[src/rtl/traffic_phase_scheduler_if.sv]
// traffic_phase_scheduler_if
// Groups the sensor/request inputs and the light outputs of the intersection
// phase scheduler.
//   tick     one-cycle timebase strobe
//   x        country-road vehicle sensor (level)
//   ped_req  pedestrian request
//   emerg    emergency preempt (level), grants highway
//   highway  highway light code, red=100 yellow=010 green=001
//   country  country light code, same encoding
//   walk     pedestrian walk indication
//   phase    current phase code
// master: drives the inputs (bench / upstream logic)
// slave : the scheduler itself
interface traffic_phase_scheduler_if;
    logic       tick;
    logic       x;
    logic       ped_req;
    logic       emerg;
    logic [2:0] highway;
    logic [2:0] country;
    logic       walk;
    logic [2:0] phase;

    modport master (
        output tick, x, ped_req, emerg,
        input  highway, country, walk, phase
    );

    modport slave (
        input  tick, x, ped_req, emerg,
        output highway, country, walk, phase
    );
endinterface

[src/rtl/traffic_phase_scheduler.sv]
// traffic_phase_scheduler
// Sequences the highway and country light heads through green, yellow and
// all-red phases using tick-based dwell timers, with pedestrian and
// emergency-preempt handling. Light codes, walk and phase are registered.
// Ports:
//   clk  system clock
//   rst  asynchronous active-high reset (forces HG immediately)
//   bus  traffic_phase_scheduler_if.slave: tick/x/ped_req/emerg in,
//        highway/country/walk/phase out
module traffic_phase_scheduler #(
    parameter int GREEN_MIN     = 8,
    parameter int COUNTRY_GREEN = 10,
    parameter int GREEN_MAX     = 32,
    parameter int YELLOW        = 3,
    parameter int ALLRED        = 2,
    parameter int CNT_W         = 6
) (
    input  logic                      clk,
    input  logic                      rst,
    traffic_phase_scheduler_if.slave  bus
);

    typedef enum logic [2:0] {
        HG  = 3'd0,
        HY  = 3'd1,
        AR1 = 3'd2,
        CG  = 3'd3,
        CY  = 3'd4,
        AR2 = 3'd5
    } state_t;

    localparam logic [CNT_W-1:0] GMIN_L = CNT_W'(GREEN_MIN - 1);
    localparam logic [CNT_W-1:0] CGRN_L = CNT_W'(COUNTRY_GREEN - 1);
    localparam logic [CNT_W-1:0] GMAX_L = CNT_W'(GREEN_MAX - 1);
    localparam logic [CNT_W-1:0] YEL_L  = CNT_W'(YELLOW - 1);
    localparam logic [CNT_W-1:0] AR_L   = CNT_W'(ALLRED - 1);

    state_t           state, state_next;
    logic [CNT_W-1:0] cnt, cnt_next, cnt_limit;
    logic             ped_pend, ped_pend_next;
    logic [2:0]       highway_q, country_q, highway_d, country_d;
    logic             walk_q, walk_d;

    // State, timer, pending request and the registered light outputs.
    always_ff @(posedge clk or posedge rst) begin
        if (rst) begin
            state     <= HG;
            cnt       <= '0;
            ped_pend  <= 1'b0;
            highway_q <= 3'b001;
            country_q <= 3'b100;
            walk_q    <= 1'b0;
        end else begin
            state     <= state_next;
            cnt       <= cnt_next;
            ped_pend  <= ped_pend_next;
            highway_q <= highway_d;
            country_q <= country_d;
            walk_q    <= walk_d;
        end
    end

    // Next phase, timer and pedestrian latch. Every transition needs a tick;
    // only HG can dwell past its limit, so the timer saturates there to hold
    // the minimum-green-satisfied condition indefinitely.
    always_comb begin
        state_next = state;
        cnt_limit  = '0;
        case (state)
            HG: begin
                cnt_limit = GMIN_L;
                if (bus.tick && cnt >= GMIN_L && (bus.x || ped_pend) && !bus.emerg)
                    state_next = HY;
            end
            HY: begin
                cnt_limit = YEL_L;
                if (bus.tick && cnt == YEL_L)
                    state_next = AR1;
            end
            AR1: begin
                cnt_limit = AR_L;
                if (bus.tick && cnt == AR_L)
                    state_next = bus.emerg ? HG : CG;
            end
            CG: begin
                cnt_limit = GMAX_L;
                if (bus.tick && (bus.emerg || (cnt >= CGRN_L && !bus.x) || cnt == GMAX_L))
                    state_next = CY;
            end
            CY: begin
                cnt_limit = YEL_L;
                if (bus.tick && cnt == YEL_L)
                    state_next = AR2;
            end
            AR2: begin
                cnt_limit = AR_L;
                if (bus.tick && cnt == AR_L)
                    state_next = HG;
            end
            default: state_next = HG;
        endcase

        if (state_next != state)
            cnt_next = '0;
        else if (bus.tick && cnt < cnt_limit)
            cnt_next = cnt + 1'b1;
        else
            cnt_next = cnt;

        // Granting country green serves the request; that clear beats a new one.
        if (state == AR1 && state_next == CG)
            ped_pend_next = 1'b0;
        else if (bus.ped_req && state != CG)
            ped_pend_next = 1'b1;
        else
            ped_pend_next = ped_pend;
    end

    // Light codes are decoded from the next phase so they register on the
    // same edge as the phase itself.
    always_comb begin
        highway_d = 3'b100;
        country_d = 3'b100;
        walk_d    = 1'b0;
        case (state_next)
            HG: highway_d = 3'b001;
            HY: highway_d = 3'b010;
            CG: begin
                country_d = 3'b001;
                walk_d    = 1'b1;
            end
            CY: country_d = 3'b010;
            default: ;
        endcase
    end

    assign bus.highway = highway_q;
    assign bus.country = country_q;
    assign bus.walk    = walk_q;
    assign bus.phase   = state;

endmodule

[src/flat_wrapper.sv]
// flat-port wrapper written by rule: the top's interface ports become plain ports
module traffic_phase_scheduler_flat 
#(
    parameter int GREEN_MIN     = 8,
    parameter int COUNTRY_GREEN = 10,
    parameter int GREEN_MAX     = 32,
    parameter int YELLOW        = 3,
    parameter int ALLRED        = 2,
    parameter int CNT_W         = 6
)
  (clk, rst, bus_tick, bus_x, bus_ped_req, bus_emerg, bus_highway, bus_country, bus_walk, bus_phase);
  traffic_phase_scheduler_if bus_i ();
  input  logic clk;
  input  logic rst;
  input wire logic [$bits(bus_i.tick)-1:0] bus_tick;
  input wire logic [$bits(bus_i.x)-1:0] bus_x;
  input wire logic [$bits(bus_i.ped_req)-1:0] bus_ped_req;
  input wire logic [$bits(bus_i.emerg)-1:0] bus_emerg;
  output wire logic [$bits(bus_i.highway)-1:0] bus_highway;
  output wire logic [$bits(bus_i.country)-1:0] bus_country;
  output wire logic [$bits(bus_i.walk)-1:0] bus_walk;
  output wire logic [$bits(bus_i.phase)-1:0] bus_phase;
  assign bus_i.tick = bus_tick;
  assign bus_i.x = bus_x;
  assign bus_i.ped_req = bus_ped_req;
  assign bus_i.emerg = bus_emerg;
  assign bus_highway = bus_i.highway;
  assign bus_country = bus_i.country;
  assign bus_walk = bus_i.walk;
  assign bus_phase = bus_i.phase;
  traffic_phase_scheduler #(.GREEN_MIN(GREEN_MIN), .COUNTRY_GREEN(COUNTRY_GREEN), .GREEN_MAX(GREEN_MAX), .YELLOW(YELLOW), .ALLRED(ALLRED), .CNT_W(CNT_W)) u_core (.clk(clk), .rst(rst), .bus(bus_i));
endmodule
[config.mk]
export PLATFORM = sky130hd
export DESIGN_NAME = traffic_phase_scheduler_flat
export DESIGN_NICKNAME = d
export VERILOG_FILES = /design/src/rtl/traffic_phase_scheduler_if.sv /design/src/rtl/traffic_phase_scheduler.sv /design/src/flat_wrapper.sv
export SDC_FILE = /design/constraint.sdc
export NUM_CORES = 1
export LEC_CHECK = 0
export ABC_AREA = 0
export CAP_MARGIN = 20
export CORE_MARGIN = 2
export CORE_UTILIZATION = 43
export CTS_BUF_LIST = sky130_fd_sc_hd__clkbuf_8
export CTS_CLUSTER_SIZE = 8
export DETAILED_ROUTE_END_ITERATION = 16
export PLACE_DENSITY_LB_ADDON = 0.25
export SYNTH_ARGS = -nofsm -noshare
export SYNTH_HDL_FRONTEND = slang
export SYNTH_SLANG_ARGS = --single-unit
[constraint.sdc]
create_clock -name clk -period 7.26 [get_ports clk]
set_clock_uncertainty 0.15 [all_clocks]
set_input_delay 1.089 -clock clk [delete_from_list [all_inputs] [get_ports clk]]
set_output_delay 1.089 -clock clk [all_outputs]
set_load 0.02 [all_outputs]
=== Word level (Yosys, flattened, before mapping) ===
Cells that the tools add are included.
W data, S select, Z words.

* Flip-flop bits (word level): 17
* Word-level logic and storage cells: 60
* Input bits: 6

* Add/subtract/negate cells: 1
* Eq/ne operators: 13
* Reductions and logical operators: 21
* $lt $le $gt $ge: 3
* Multiplexer cells: 16

{| class="wikitable"
|+ Operators with widths
! cell !! number
|-
| $pmux W5 S4 || 1
|-
| $mux W3 || 6
|-
| $pmux W3 S6 || 1
|-
| $mux W6 || 2
|-
| $pmux W3 S2 || 2
|-
| $logic_and A1 B1 Y1 || 10
|-
| $eq A3 B2 Y1 const B || 3
|-
| $eq A3 B3 Y1 const B || 3
|-
| $add A6 B1 Y6 const B || 1
|-
| $eq A3 B1 Y1 const B || 2
|-
| $eq A6 B1 Y1 const B || 1
|-
| $eq A6 B2 Y1 const B || 1
|-
| $eq A6 B5 Y1 const B || 1
|-
| $ge A6 B3 Y1 const B || 1
|-
| $ge A6 B4 Y1 const B || 1
|-
| $logic_not A3 Y1 || 2
|-
| $lt A6 B5 Y1 || 1
|-
| $reduce_bool A2 Y1 || 2
|-
| $reduce_or A2 Y1 || 2
|-
| $logic_or A1 B1 Y1 || 3
|-
| $mux W1 || 3
|-
| $ne A3 B2 Y1 const B || 1
|-
| $ne A3 B3 Y1 || 1
|-
| $logic_not A1 Y1 || 2
|-
| $mux W2 || 1
|}

=== Logic depth before layout (Yosys ltp) ===
* Word-level depth: 10
* Gate-level depth with buffers: 11
* Mapped depth without buffers: 9

=== Worst setup path before layout ===
Ideal clock, no wire load.

* Path kind: register to register
* From: register u_core.state[0] (netlist: u_core.bus.phase[0])
* To: register u_core.cnt[4]
* Arrival time: 2.357 ns
* Library setup time: 0.087 ns
* Cell stages (with the launch flop): 10
* Slack: 4.666 ns
* Path buffers: 2
* Cell sequence: dfrtp_1 buf_2 nand3b_1 ha_1 or3b_1 buf_2 or4_1 nor3_2 nor3_1 a211oi_2

* Cells in the longest elaborated chain, start to end: 6

{| class="wikitable"
|+ RTL lines
! what !! RTL line !! RTL
|-
| start: declaration || traffic_phase_scheduler.sv:38 || <nowiki>state_t state, state_next;</nowiki>
|-
| start signal: assignment || traffic_phase_scheduler.sv:54 || <nowiki>state <= state_next;</nowiki>
|-
| $eq A3 B3 Y1 (tied with other cells) || traffic_phase_scheduler.sv:69 || <nowiki>case (state)</nowiki>
|-
| $reduce_or A2 Y1 (no source line) || n/a ||
|-
| $pmux W5 S4 || traffic_phase_scheduler.sv:69 ||
|-
| $lt A6 B5 Y1 || traffic_phase_scheduler.sv:105 || <nowiki>else if (bus.tick && cnt < cnt_limit)</nowiki>
|-
| $logic_and A1 B1 Y1 || traffic_phase_scheduler.sv:105 ||
|-
| $reduce_bool A2 Y1 (no source line) || n/a ||
|-
| end signal: assignment || traffic_phase_scheduler.sv:55 || <nowiki>cnt <= cnt_next;</nowiki>
|-
| end: declaration || traffic_phase_scheduler.sv:39 || <nowiki>logic [CNT_W-1:0] cnt, cnt_next, cnt_limit;</nowiki>
|}

Parallel ways exist; a longest one is shown, timed or not.
A chain may end at the register's enable or synchronous reset.

=== Worst setup path in the final report ===
* From: input port bus_tick
* To: register u_core.cnt[4]

* Cells in the longest elaborated chain, start to end: 7

{| class="wikitable"
|+ RTL lines
! what !! RTL line !! RTL
|-
| start: declaration || flat_wrapper.sv:15 || <nowiki>input wire logic [$bits(bus_i.tick)-1:0] bus_tick;</nowiki>
|-
| $logic_and A1 B1 Y1 (3 in series) || traffic_phase_scheduler.sv:72 || <nowiki>if (bus.tick && cnt >= GMIN_L && (bus.x || ped_pend) && !bus.emerg)</nowiki>
|-
| $mux W3 || traffic_phase_scheduler.sv:72 ||
|-
| $pmux W3 S6 || traffic_phase_scheduler.sv:69 ||
|-
| $ne A3 B3 Y1 || traffic_phase_scheduler.sv:103 || <nowiki>if (state_next != state)</nowiki>
|-
| $mux W6 / $reduce_bool A2 Y1 (equally long branches) || n/a ||
|}

Parallel ways exist; a longest one is shown, timed or not.

==> results.md <==
- Status: completed
- EDFF count, synth: 0
- # rows: 20
- Final worst slack: 4.19 ns
- Switching share of power: 0.455
- Final hold vios: 0
- Avg WL per Cell: 15.6 µm
- Max Freq: 326 MHz
- Area Overhead vs Synth: 12.9%
- Syn Std Cell Area: 0.00143 mm²
- CTS tree: yes
- Die Area: 0.00380 mm²
- Static Leakage: 0.687 nW
- Final worst-path cycle share: 0.422
- RSZ-0062 raised after global routing: false
- Pre-CTS WS: 3.96 ns
- Post-CTS Hold Fix Bufs: 0
- Worst setup EP type: register
- Netlist cell types: 50
- Critical path arrival: 3.09 ns
- Ys flop type: dfrtp_1
- Net switching power figure: 229 µW
- Final GP Congestion: 0.898
- Core Region: 0.00310 mm²
- Peak supply drop: 0.0000957 V
- Mapped Nets: 170
- First-pass GRT wire length: 5.35 mm
- WL final: 3.24 mm
- HP Class: register to register
- Vias: 1245
- #FFs+latches synth: 17
- Final Slew Violations: 0
- Req. time, crit path: 7.28 ns
- WS Path Type: input port to register
- Max Cap Viol: 0
- Clock transition at path regs: 0.06 ns
- Post-layout min period: 3.07 ns
- Die Y: 61.6 µm
- Fin nets: 179
- Final ANT Viol Nets: 0
- Slew HR: 0.535
- Die X: 61.6 µm
- N_diodes: 0
- CTS Buffer Depth: 2
- Final instance area: 0.00161 mm²
- Slew @ Worst Pin: 0.696 ns
- Async SR Flop Fraction: 1.00
- I/O Pins: 16
- Cells after Synth: 156
- Num CTS Buffers: 3
- Yosys warns: 0
- Final setup viols: 0
- Clock sink total: 17
- Largest net degree at the start of global routing: 18
- Mean Syn Cell Area: 9.15 µm²
- Root Driver: clkbuf_8
- Power per cell area: 313 mW/mm²
- First drt pass iteration count: 4
- Layout cells sized above 1: 0.134
- DR iter-0 viols: 68
- CTS-repair resized insts: 0
- Vias per inst: 5.99
- Post-DP Area: 0.00157 mm²
- Total gr overflow: 0
- Port Buffers: 15
- H-tree levels: 1
- Setup crit start kind: input port
- Post-CTS setup buffers: 0
- Post-route DRC: 0
- Flop pwr share: 0.333
- Vias in the first global route: 1162
- Gr usage total: 0.188
- Gate power share: 0.529
- Initial antenna violation count: 0
- Starting Density: 0.460
- Clock network fraction of total power: 0.138
- Layout Utilization: 0.519
- Power Total: 504 µW
- Seq/Total Area, Yosys: 0.300
- Cell Int Power: 275 µW
- Hpwl dp: 2.32 mm
- Peak fanout along the critical path: 10
- Setup_tns: 0 ns
- Latest clock arrival within the worst-skew pair: 0.25 ns
## synth_stat cells (4+ instances only)
| cell | n | area, µm² |
|---|---|---|
| a211oi_1 | 5 | 37.5 |
| buf_2 | 6 | 30.0 |
| dfrtp_1 | 15 | 375 |
| ha_1 | 8 | 100 |
| inv_1 | 6 | 22.5 |
| nand2_1 | 9 | 33.8 |
| nand3_1 | 12 | 60.1 |
| nand3b_1 | 6 | 45.0 |
| nor2_1 | 4 | 15.0 |
| nor3_1 | 12 | 60.1 |
| o211a_1 | 5 | 50.1 |
| o21ai_0 | 6 | 30.0 |
| or3_1 | 4 | 25.0 |
| or4_1 | 4 | 30.0 |
## sequential cells by signal, indices dropped and copies added (netlist names)
| name | count |
|---|---|
| u_core.bus.phase | 3 |
| u_core.cnt | 6 |
| u_core.bus.highway | 3 |
| u_core.bus.walk | 1 |
| u_core.ped_pend | 1 |
| u_core.bus.country | 3 |
## cells in the final DEF, fill, tap and decap left out, types with 3 or more instances in the layout
| master | instances |
|---|---|
| or4_1 | 4 |
| nand2b_1 | 3 |
| nand3_1 | 12 |
| nor2b_1 | 3 |
| inv_1 | 6 |
| a211oi_1 | 5 |
| dfrtp_1 | 15 |
| nand3b_1 | 6 |
| nand2_1 | 9 |
| o211a_1 | 5 |
| nor2_1 | 4 |
| clkdlybuf4s50_1 | 15 |
| o21ai_0 | 6 |
| or2_2 | 3 |
| or3_1 | 4 |
| nor3_1 | 12 |
| clkbuf_8 | 3 |
| ha_1 | 8 |
## cells by family after synthesis
| group | after synthesis | synth area share |
|---|---|---|
| AO/OA/AOI/OAI | 37 | 0.232 |
| buffers and inverters | 18 | 0.0684 |
| multiplexers | 1 | 0.00701 |
| AND/OR/NAND/NOR | 75 | 0.323 |
| adder cells (fa/ha/maj) | 8 | 0.0701 |
| flip-flops | 17 | 0.300 |
## metrics by stage
stage	hold slack (ns)	std cells
floorplan	0.440	156
global placement	0.498	204
detailed placement	0.481	204
CTS	0.496	208
global route	0.544	208
finish	0.489	208
## area by class of cell
class	instances	area [µm²]
Sequential cell	17	428
Clock buffer	3	41.3
Tap cell	44	55.1
Fill cell	309	1490
Inverter	6	22.5
Multi-Input combinational cell	121	902
Timing Repair Buffer	16	158
Clock inverter	1	5.00
## power by group through the flow
stage               sequential [mW]  clock [mW]  combinational [mW]
CTS                           0.167      0.0710               0.265
finish                        0.168      0.0694               0.267
floorplan                     0.162           0               0.205
global placement              0.166           0               0.256
global route                  0.173      0.0761               0.293
detailed placement            0.169           0               0.263
## worst max-delay path, stage by stage
cell	delay (ns)
clkdlybuf4s50_1	0.59
or3b_1	0.52
or4_1	0.53
nor3_2	0.13
nor3_1	0.09
a211oi_2	0.14
## per-layer routing
metal	up-vias	global-route usage	routed length, µm
li1	605	-	-
met1	586	0.253	1500
met2	50	0.289	1480
met3	4	0.0483	207
met4	0	0.0760	48
met5	-	0	0
## path summary, 6_finish.rpt
check | slack [ns] | cells after the start | endpoint | startpoint
setup reg to reg | 4.40 | 7 | u_core.cnt[4]$_DFFE_PP0P_ | u_core.bus.phase[0]$_DFF_PP0_
hold reg to reg | 0.49 | 2 | u_core.ped_pend$_DFFE_PP0P_ | u_core.ped_pend$_DFFE_PP0P_
setup / recovery | 4.19 | 6 | u_core.cnt[4]$_DFFE_PP0P_ | bus_tick
hold / removal | 0.49 | 2 | u_core.ped_pend$_DFFE_PP0P_ | u_core.ped_pend$_DFFE_PP0P_
min in group asynchronous | 1.06 | 2 | u_core.bus.walk$_DFF_PP0_ | rst
max in group asynchronous | 5.50 | 2 | u_core.bus.phase[0]$_DFF_PP0_ | rst
(Power assumes the default switching activity.)
